===== src/rtl/fetch_if.sv =====
// fetch_if: instruction-memory request/response bundle between the fetch
// stage and the instruction memory.
//   imem_req    fetch -> mem  request valid (at most one outstanding)
//   imem_addr   fetch -> mem  10-bit fetch address
//   imem_gnt    mem -> fetch  request accepted this cycle
//   imem_rvalid mem -> fetch  read data valid, one per granted request, in order
//   imem_rdata  mem -> fetch  12-bit instruction word
interface fetch_if;
    logic        imem_req;
    logic [9:0]  imem_addr;
    logic        imem_gnt;
    logic        imem_rvalid;
    logic [11:0] imem_rdata;

    modport master (
        output imem_req,
        output imem_addr,
        input  imem_gnt,
        input  imem_rvalid,
        input  imem_rdata
    );

    modport slave (
        input  imem_req,
        input  imem_addr,
        output imem_gnt,
        output imem_rvalid,
        output imem_rdata
    );
endinterface


===== src/rtl/fetch.sv =====
// fetch: single-outstanding-request instruction fetch stage.
// Issues one request per instruction from IDLE, waits for the in-order
// response, and presents the instruction plus (fetch address + 1) in output
// registers. Handles downstream stalls through a one-entry hold register and
// execute redirects by squashing the in-flight response.
// Ports:
//   clk                 clock, rising edge
//   rst                 asynchronous active-high reset
//   imem                fetch_if master (request/grant/response)
//   ex_stall            downstream hold; FE output registers keep their value
//   take_branch         redirect for the instruction now in the FE output
//   next_pc             redirect target
//   instruction_FE_out  registered instruction to execute
//   pc_plus_1_FE_out    registered fetch address + 1 of that instruction
module fetch #(
    parameter logic [9:0]  RESET_PC  = 10'h000,
    parameter logic [11:0] NOP_INSTR = 12'h000
) (
    input  logic        clk,
    input  logic        rst,
    fetch_if.master     imem,
    input  logic        ex_stall,
    input  logic        take_branch,
    input  logic [9:0]  next_pc,
    output logic [11:0] instruction_FE_out,
    output logic [9:0]  pc_plus_1_FE_out
);

    typedef enum logic [1:0] {
        IDLE   = 2'd0,
        WAIT   = 2'd1,
        HOLD   = 2'd2,
        SQUASH = 2'd3
    } state_t;

    state_t      state;
    logic [9:0]  pc;
    logic [9:0]  pc_inc;
    logic [11:0] hold_instr;
    logic        redirect;

    // A redirect is only honoured while execute is not stalled.
    assign redirect = take_branch & ~ex_stall;
    assign pc_inc   = pc + 10'd1;   // wraps modulo 1024

    // Request is decoded from state so the first request appears in the
    // very first cycle after reset release; rst masks it during reset.
    assign imem.imem_req  = (state == IDLE) && !rst;
    assign imem.imem_addr = pc;

    always_ff @(posedge clk or posedge rst) begin
        if (rst) begin
            state              <= IDLE;
            pc                 <= RESET_PC;
            hold_instr         <= '0;
            instruction_FE_out <= NOP_INSTR;
            pc_plus_1_FE_out   <= RESET_PC;
        end else begin
            // FE output registers: frozen under stall, otherwise load a new
            // instruction or a bubble (bubble keeps the old pc_plus_1).
            if (!ex_stall) begin
                if (redirect) begin
                    instruction_FE_out <= NOP_INSTR;
                end else if (state == WAIT && imem.imem_rvalid) begin
                    instruction_FE_out <= imem.imem_rdata;
                    pc_plus_1_FE_out   <= pc_inc;
                end else if (state == HOLD) begin
                    // PC was already advanced when the word was captured,
                    // so it equals the held instruction's address + 1.
                    instruction_FE_out <= hold_instr;
                    pc_plus_1_FE_out   <= pc;
                end else begin
                    instruction_FE_out <= NOP_INSTR;
                end
            end

            case (state)
                IDLE: begin
                    if (redirect) begin
                        pc <= next_pc;
                    end
                    // A granted request to the old PC must have its response
                    // dropped when a redirect arrives in the same cycle.
                    if (imem.imem_gnt) begin
                        state <= redirect ? SQUASH : WAIT;
                    end
                end
                WAIT: begin
                    if (redirect) begin
                        pc    <= next_pc;
                        state <= imem.imem_rvalid ? IDLE : SQUASH;
                    end else if (imem.imem_rvalid) begin
                        pc <= pc_inc;
                        if (ex_stall) begin
                            hold_instr <= imem.imem_rdata;
                            state      <= HOLD;
                        end else begin
                            state <= IDLE;
                        end
                    end
                end
                HOLD: begin
                    if (redirect) begin
                        pc    <= next_pc;
                        state <= IDLE;
                    end else if (!ex_stall) begin
                        state <= IDLE;
                    end
                end
                SQUASH: begin
                    if (redirect) begin
                        pc <= next_pc;
                    end
                    if (imem.imem_rvalid) begin
                        state <= IDLE;
                    end
                end
                default: state <= IDLE;
            endcase
        end
    end

endmodule


===== src/flat_wrapper.sv =====
// flat-port wrapper written by rule: the top's interface ports become plain ports
module fetch_flat 
#(
    parameter logic [9:0]  RESET_PC  = 10'h000,
    parameter logic [11:0] NOP_INSTR = 12'h000
)
  (clk, rst, ex_stall, take_branch, next_pc, instruction_FE_out, pc_plus_1_FE_out, imem_imem_req, imem_imem_addr, imem_imem_gnt, imem_imem_rvalid, imem_imem_rdata);
  fetch_if imem_i ();
  input  logic clk;
  input  logic rst;
  input  logic ex_stall;
  input  logic take_branch;
  input  logic [9:0] next_pc;
  output logic [11:0] instruction_FE_out;
  output logic [9:0] pc_plus_1_FE_out;
  output wire logic [$bits(imem_i.imem_req)-1:0] imem_imem_req;
  output wire logic [$bits(imem_i.imem_addr)-1:0] imem_imem_addr;
  input wire logic [$bits(imem_i.imem_gnt)-1:0] imem_imem_gnt;
  input wire logic [$bits(imem_i.imem_rvalid)-1:0] imem_imem_rvalid;
  input wire logic [$bits(imem_i.imem_rdata)-1:0] imem_imem_rdata;
  assign imem_imem_req = imem_i.imem_req;
  assign imem_imem_addr = imem_i.imem_addr;
  assign imem_i.imem_gnt = imem_imem_gnt;
  assign imem_i.imem_rvalid = imem_imem_rvalid;
  assign imem_i.imem_rdata = imem_imem_rdata;
  fetch #(.RESET_PC(RESET_PC), .NOP_INSTR(NOP_INSTR)) u_core (.clk(clk), .rst(rst), .imem(imem_i), .ex_stall(ex_stall), .take_branch(take_branch), .next_pc(next_pc), .instruction_FE_out(instruction_FE_out), .pc_plus_1_FE_out(pc_plus_1_FE_out));
endmodule

===== config.mk =====
export PLATFORM = sky130hd
export DESIGN_NAME = fetch_flat
export DESIGN_NICKNAME = d
export VERILOG_FILES = /design/src/rtl/fetch_if.sv /design/src/rtl/fetch.sv /design/src/flat_wrapper.sv
export SDC_FILE = /design/constraint.sdc
export NUM_CORES = 1
export LEC_CHECK = 0
export BUFFER_PORTS_ARGS = -buffer_cell sky130_fd_sc_hd__buf_2
export CORE_UTILIZATION = 35
export DETAILED_ROUTE_END_ITERATION = 6
export PLACE_DENSITY = 0.56
export SYNTH_ARGS = -nofsm -noshare
export SYNTH_HDL_FRONTEND = slang
export SYNTH_SLANG_ARGS = --single-unit

===== constraint.sdc =====
create_clock -name clk -period 1.65 [get_ports clk]
set_input_delay 0.165 -clock clk [delete_from_list [all_inputs] [get_ports clk]]
set_output_delay 0.165 -clock clk [all_outputs]
set_load 0.05 [all_outputs]

; ---- Yosys cells after proc, flatten, opt, wreduce, memory -nomap -nowiden
; Index checks and enable logic that the tools add are counted.
[word_totals]
ff_bits = 46
inputBits = 28
out_inout_bits = 33
elab_cells = 46
[op_classes]
add_sub_neg = 1
eq_ne = 8
n_mux = 19
n_bitwise = 3
reduce_logical = 10
[ops]
columns = op, n
row1 = 10-bit two-way mux, 5
row2 = 12-bit two-way mux, 3
row3 = 10-bit one-hot mux with 2 select lines, 1
row4 = 2-bit two-way mux, 9
row5 = "10-bit by 1-bit adder with 10-bit output, second input constant", 1
row6 = 2-bit one-hot mux with 4 select lines, 1
row7 = 4-bit AND reduction, 2
row8 = "3-bit by 2-bit inequality test with 1-bit output, second input constant", 2
row9 = "2-bit == test, second input constant", 2
row10 = "2-bit inequality test, second input constant", 2
row11 = 3-bit AND reduction, 1
row12 = 3-bit OR reduction, 1
row13 = "2-bit by 1-bit == test with 1-bit output, second input constant", 1
row14 = 1-bit logical AND, 2
row15 = 2-bit zero test, 1
row16 = "2-bit by 1-bit inequality test with 1-bit output, second input constant", 1
row17 = 1-bit inverter, 2
row18 = 2-bit AND reduction, 1
row19 = 2-bit nonzero test, 1
row20 = 1-bit AND, 1
row21 = 1-bit zero test, 1

; ---- Depth between registers and ports, before layout
[depth]
ltp_word = 5
mapped_depth = 7
mapped_depth_nobuf = 5

; ---- Least setup slack after synthesis
; Ideal clock, no wire load.
[synth_timing]
path_type = register to output
startpoint = register u_core.state[0]
endpoint = output port imem_imem_req
t_arrival_ns = 1.713
required_time_ns = 1.485
path_slack_ns = -0.228
path_stages_with_launch = 3
n_path_buf = 1
cell_sequence = dfrtp_1 > buf_1 > nor3_1
[synth_between]
elab_chain_len = 2
[synth_rtl]
columns = item, line
row1 = from (decl), fetch.sv:36  ; state_t state;
row2 = from (signal assigned), fetch.sv:85  ; state <= redirect ? SQUASH : WAIT;
row3 = from (signal assigned), fetch.sv:91  ; state <= imem.imem_rvalid ? IDLE : SQUASH;
row4 = 2-bit zero test, fetch.sv:48  ; assign imem.imem_req = (state == IDLE) && !rst;
row5 = 1-bit logical AND, fetch.sv:48
row6 = to (decl), flat_wrapper.sv:16  ; output wire logic [$bits(imem_i.imem_req)-1:0] imem_imem_req;
; Every way passes these cells.

; ---- Worst setup path after layout
[layout_timing]
startpoint = register u_core.state[1]
endpoint = output port imem_imem_req
; The elaborated chain is that of the path after synthesis.

==> results.sh <==
export IMPL_clock_power_share_pct=17.5
export IMPL_place_congestion=0.716
export IMPL_synthesis_area_mm2=0.00210
export IMPL_ys_flop_type="dfrtp_1"
export IMPL_clk_latency_ns=0.30
export IMPL_pre_cts_ws_ns=0.200
export IMPL_synth_area_top_cells="dfrtp_1, mux2_2, nand2_1, o21ai_0, a22oi_1"
export IMPL_crit_start="u_core.state[1]"
export IMPL_die_w_um=79.4
export IMPL_clkTransAtPathRegs_ns=0.09
export IMPL_synth_seq_cells=46
export IMPL_cts_sinks=46
export IMPL_slew_viol_final=0
export IMPL_via_per_inst=4.91
export IMPL_fin_setup_tns_ns=0
export IMPL_nets=297
export IMPL_critPathMaxFanout=7
export IMPL_vias=1676
export IMPL_skew_ns=0.00517
export IMPL_p_leak_nw=1.24
export IMPL_slew_headroom_pct=71.7
export IMPL_syn_nets=230
export IMPL_synth_common_cells="dfrtp_1, nand2_1, o21ai_0"
export IMPL_async_flop_share_pct=100
export IMPL_cts_max_path_buffers=2
export IMPL_die_y_um=79.4
export IMPL_arrival_ns=1.35
export IMPL_synth_top_cell_area_share_pct=54.9
export IMPL_cts_root_buffer="clkbuf_8"
export IMPL_dr_first_iter_drc_count=54
export IMPL_rsz0062_at_grt="false"
export IMPL_hold_start="next_pc[7]"
export IMPL_seqPwrFrac_pct=36.6
export IMPL_yosysTopAreaCell="dfrtp_1"
export IMPL_synth_cells=201
export IMPL_min_period_ns=1.51
export IMPL_dp_hpwl_um=3520
export IMPL_postRouteAntennaNets=0
export IMPL_cts_buffers=5
export IMPL_drv_cap=0
export IMPL_p_sw_share_pct=44.9
export IMPL_ioPinCount=61
export IMPL_antennaDiodeCount=0
export IMPL_routedWlPerCell_um=14.0
export IMPL_status="finished, final reports clean"
export IMPL_synth_avg_cell_area_um2=10.4
export IMPL_critPathCaptureType="output pin"
export IMPL_synth_most_common_cell="dfrtp_1"
export IMPL_setup_ws_ns=0.139
export IMPL_grt_use_total_pct=16.2
export IMPL_design_area_mm2=0.00266
export IMPL_start_util_pct=37.2
export IMPL_p_switching_mw=2.20
export IMPL_grt_pass1_wl_um=7680
export IMPL_drc=0
export IMPL_wl_um=4790
export IMPL_finalPower_mw=4.91
export IMPL_power_density_mw_per_mm2=1850
export IMPL_htree_levels=2
export IMPL_ys_seq_area_share_pct=54.9
export IMPL_antenna_found_initial=0
export IMPL_rows=27
export IMPL_yosysWarnings=0
export IMPL_dr_pass1_iters=4
export IMPL_internal_power_mw=2.71
export IMPL_critPathKind="flip-flop to output pin"
export IMPL_core_area_mm2=0.00564
export IMPL_io_buffer_count=60
export IMPL_synth_edf_count=0
export IMPL_fmax_mhz=662
export IMPL_first_global_vias=1529
export IMPL_cts_setup_buffers=0
export IMPL_place_area_mm2=0.00253
export IMPL_fin_crit_sh_pct=91.6
export IMPL_cts_tree="built"
export IMPL_fill_cells=544
export IMPL_finalHoldViolCount=0
export IMPL_ys_types=38
export IMPL_worstMarginPinSlew_ns=0.424
export IMPL_drive_gt1_share_pct=37.2
export IMPL_grt_overflow=0
export IMPL_grt_max_degree=30
export IMPL_die_area_mm2=0.00631
export IMPL_worstReg2RegStart="u_core.state[1]"
export IMPL_critPathLaunchType="flip-flop"
export IMPL_area_growth_pct=26.6
export IMPL_finalSetupViolCount=0
export IMPL_hp_class="input port to flip-flop"
export IMPL_required_ns=1.48
export IMPL_irDropWorstVdd_mv=0.774
export IMPL_p_comb_share_pct=45.9
==> power groups by stage <==
stage	Clock (mW)	Sequential [mW]	Combinational (mW)
3_5_place_dp	0	1.83	2.27
2_1_floorplan	0	2.66	0.844
6_report	0.860	1.80	2.25
4_1_cts	0.879	1.80	2.27
3_3_place_gp	0	1.81	2.25
5_1_grt	0.939	1.85	2.42
==> critical path: stages (launching register included) <==
cell and delay, ns:
dfrtp_1 0.44, buf_4 0.18, nor3_2 0.14, buf_2 0.28
==> sequential cells by signal, indices dropped and copies added (netlist names) <==
signal                     flops
u_core.instruction_FE_out     12
u_core.state                   2
u_core.pc_plus_1_FE_out       10
u_core.imem.imem_addr         10
u_core.hold_instr             12
==> cell families (layout without fill, tap and decap cells) <==
| family | Yosys count | after routing | share of synthesized area, % |
|---|---|---|---|
| fa+ha+maj | 1 | 1 | 0.597 |
| simple gates | 67 | 67 | 15.2 |
| flops | 46 | 46 | 54.9 |
| xor+xnor | 8 | 8 | 3.34 |
| mux | 14 | 14 | 7.40 |
| compound gates | 50 | 50 | 14.6 |
| buf+inv | 15 | 83 | 4.06 |
==> worst paths after layout <==
check	depth (start not counted)	endpoint	slack, ns
worst max-delay path	3	imem_imem_req	0.14
worst min-delay path	3	u_core.imem.imem_addr[7]	0.06
worst max register to register	5	u_core.imem.imem_addr[4]	0.20
worst min register to register	2	u_core.pc_plus_1_FE_out[2]	0.48
max in group asynchronous	4	u_core.hold_instr[4]	0.75
min in group asynchronous	3	u_core.imem.imem_addr[9]	0.41
==> routing by layer <==
metal	vias up	wire [µm]	global-route usage, %
met4	0	62	5.45
met5	-	0	0
met1	795	2320	21.4
met3	6	270	4.91
li1	834	-	-
met2	41	2140	25.3
==> metrics by stage <==
stage / std cells / util (%) / hold WS, ns
floorplan: 201 / - / 0.258
global placement: 332 / 44.9 / 0.214
detailed placement: 332 / 44.9 / 0.208
CTS: 341 / 47.1 / 0.0629
global route: 341 / 47.1 / 0.0850
finish: 341 / 47.1 / 0.0621
==> repair_timing <==
item | in CTS | in global routing
hold buffers | 1 | 0
hold endpoints to repair | 17 | 0
gates resized for setup | 0 | 0
==> cells in the final DEF, fill, tap and decap left out, drive strengths merged, types with 2 or more instances in the layout <==
master / n
nor2: 16
buf: 72
mux2: 12
clkbuf: 5
and3: 2
dfrtp: 46
xnor2: 4
a22oi: 9
nand3: 3
nor3: 5
nor2b: 4
nand4: 3
nand2b: 3
a31oi: 2
nand2: 27
o21ai: 22
xor2: 4
a21oi: 10
inv: 3
mux2i: 2
==> layout make-up <==
class,instances,area [µm²],area share (%)
Sequential cell,46,1150,43.4
Timing Repair Buffer,73,425,16.0
Inverter,2,7.51,0.283
Clock buffer,5,68.8,2.59
Multi-Input combinational cell,140,866,32.6
Clock inverter,3,43.8,1.65
Tap cell,72,90.1,3.39
Power figures use the tool's default switching activity.
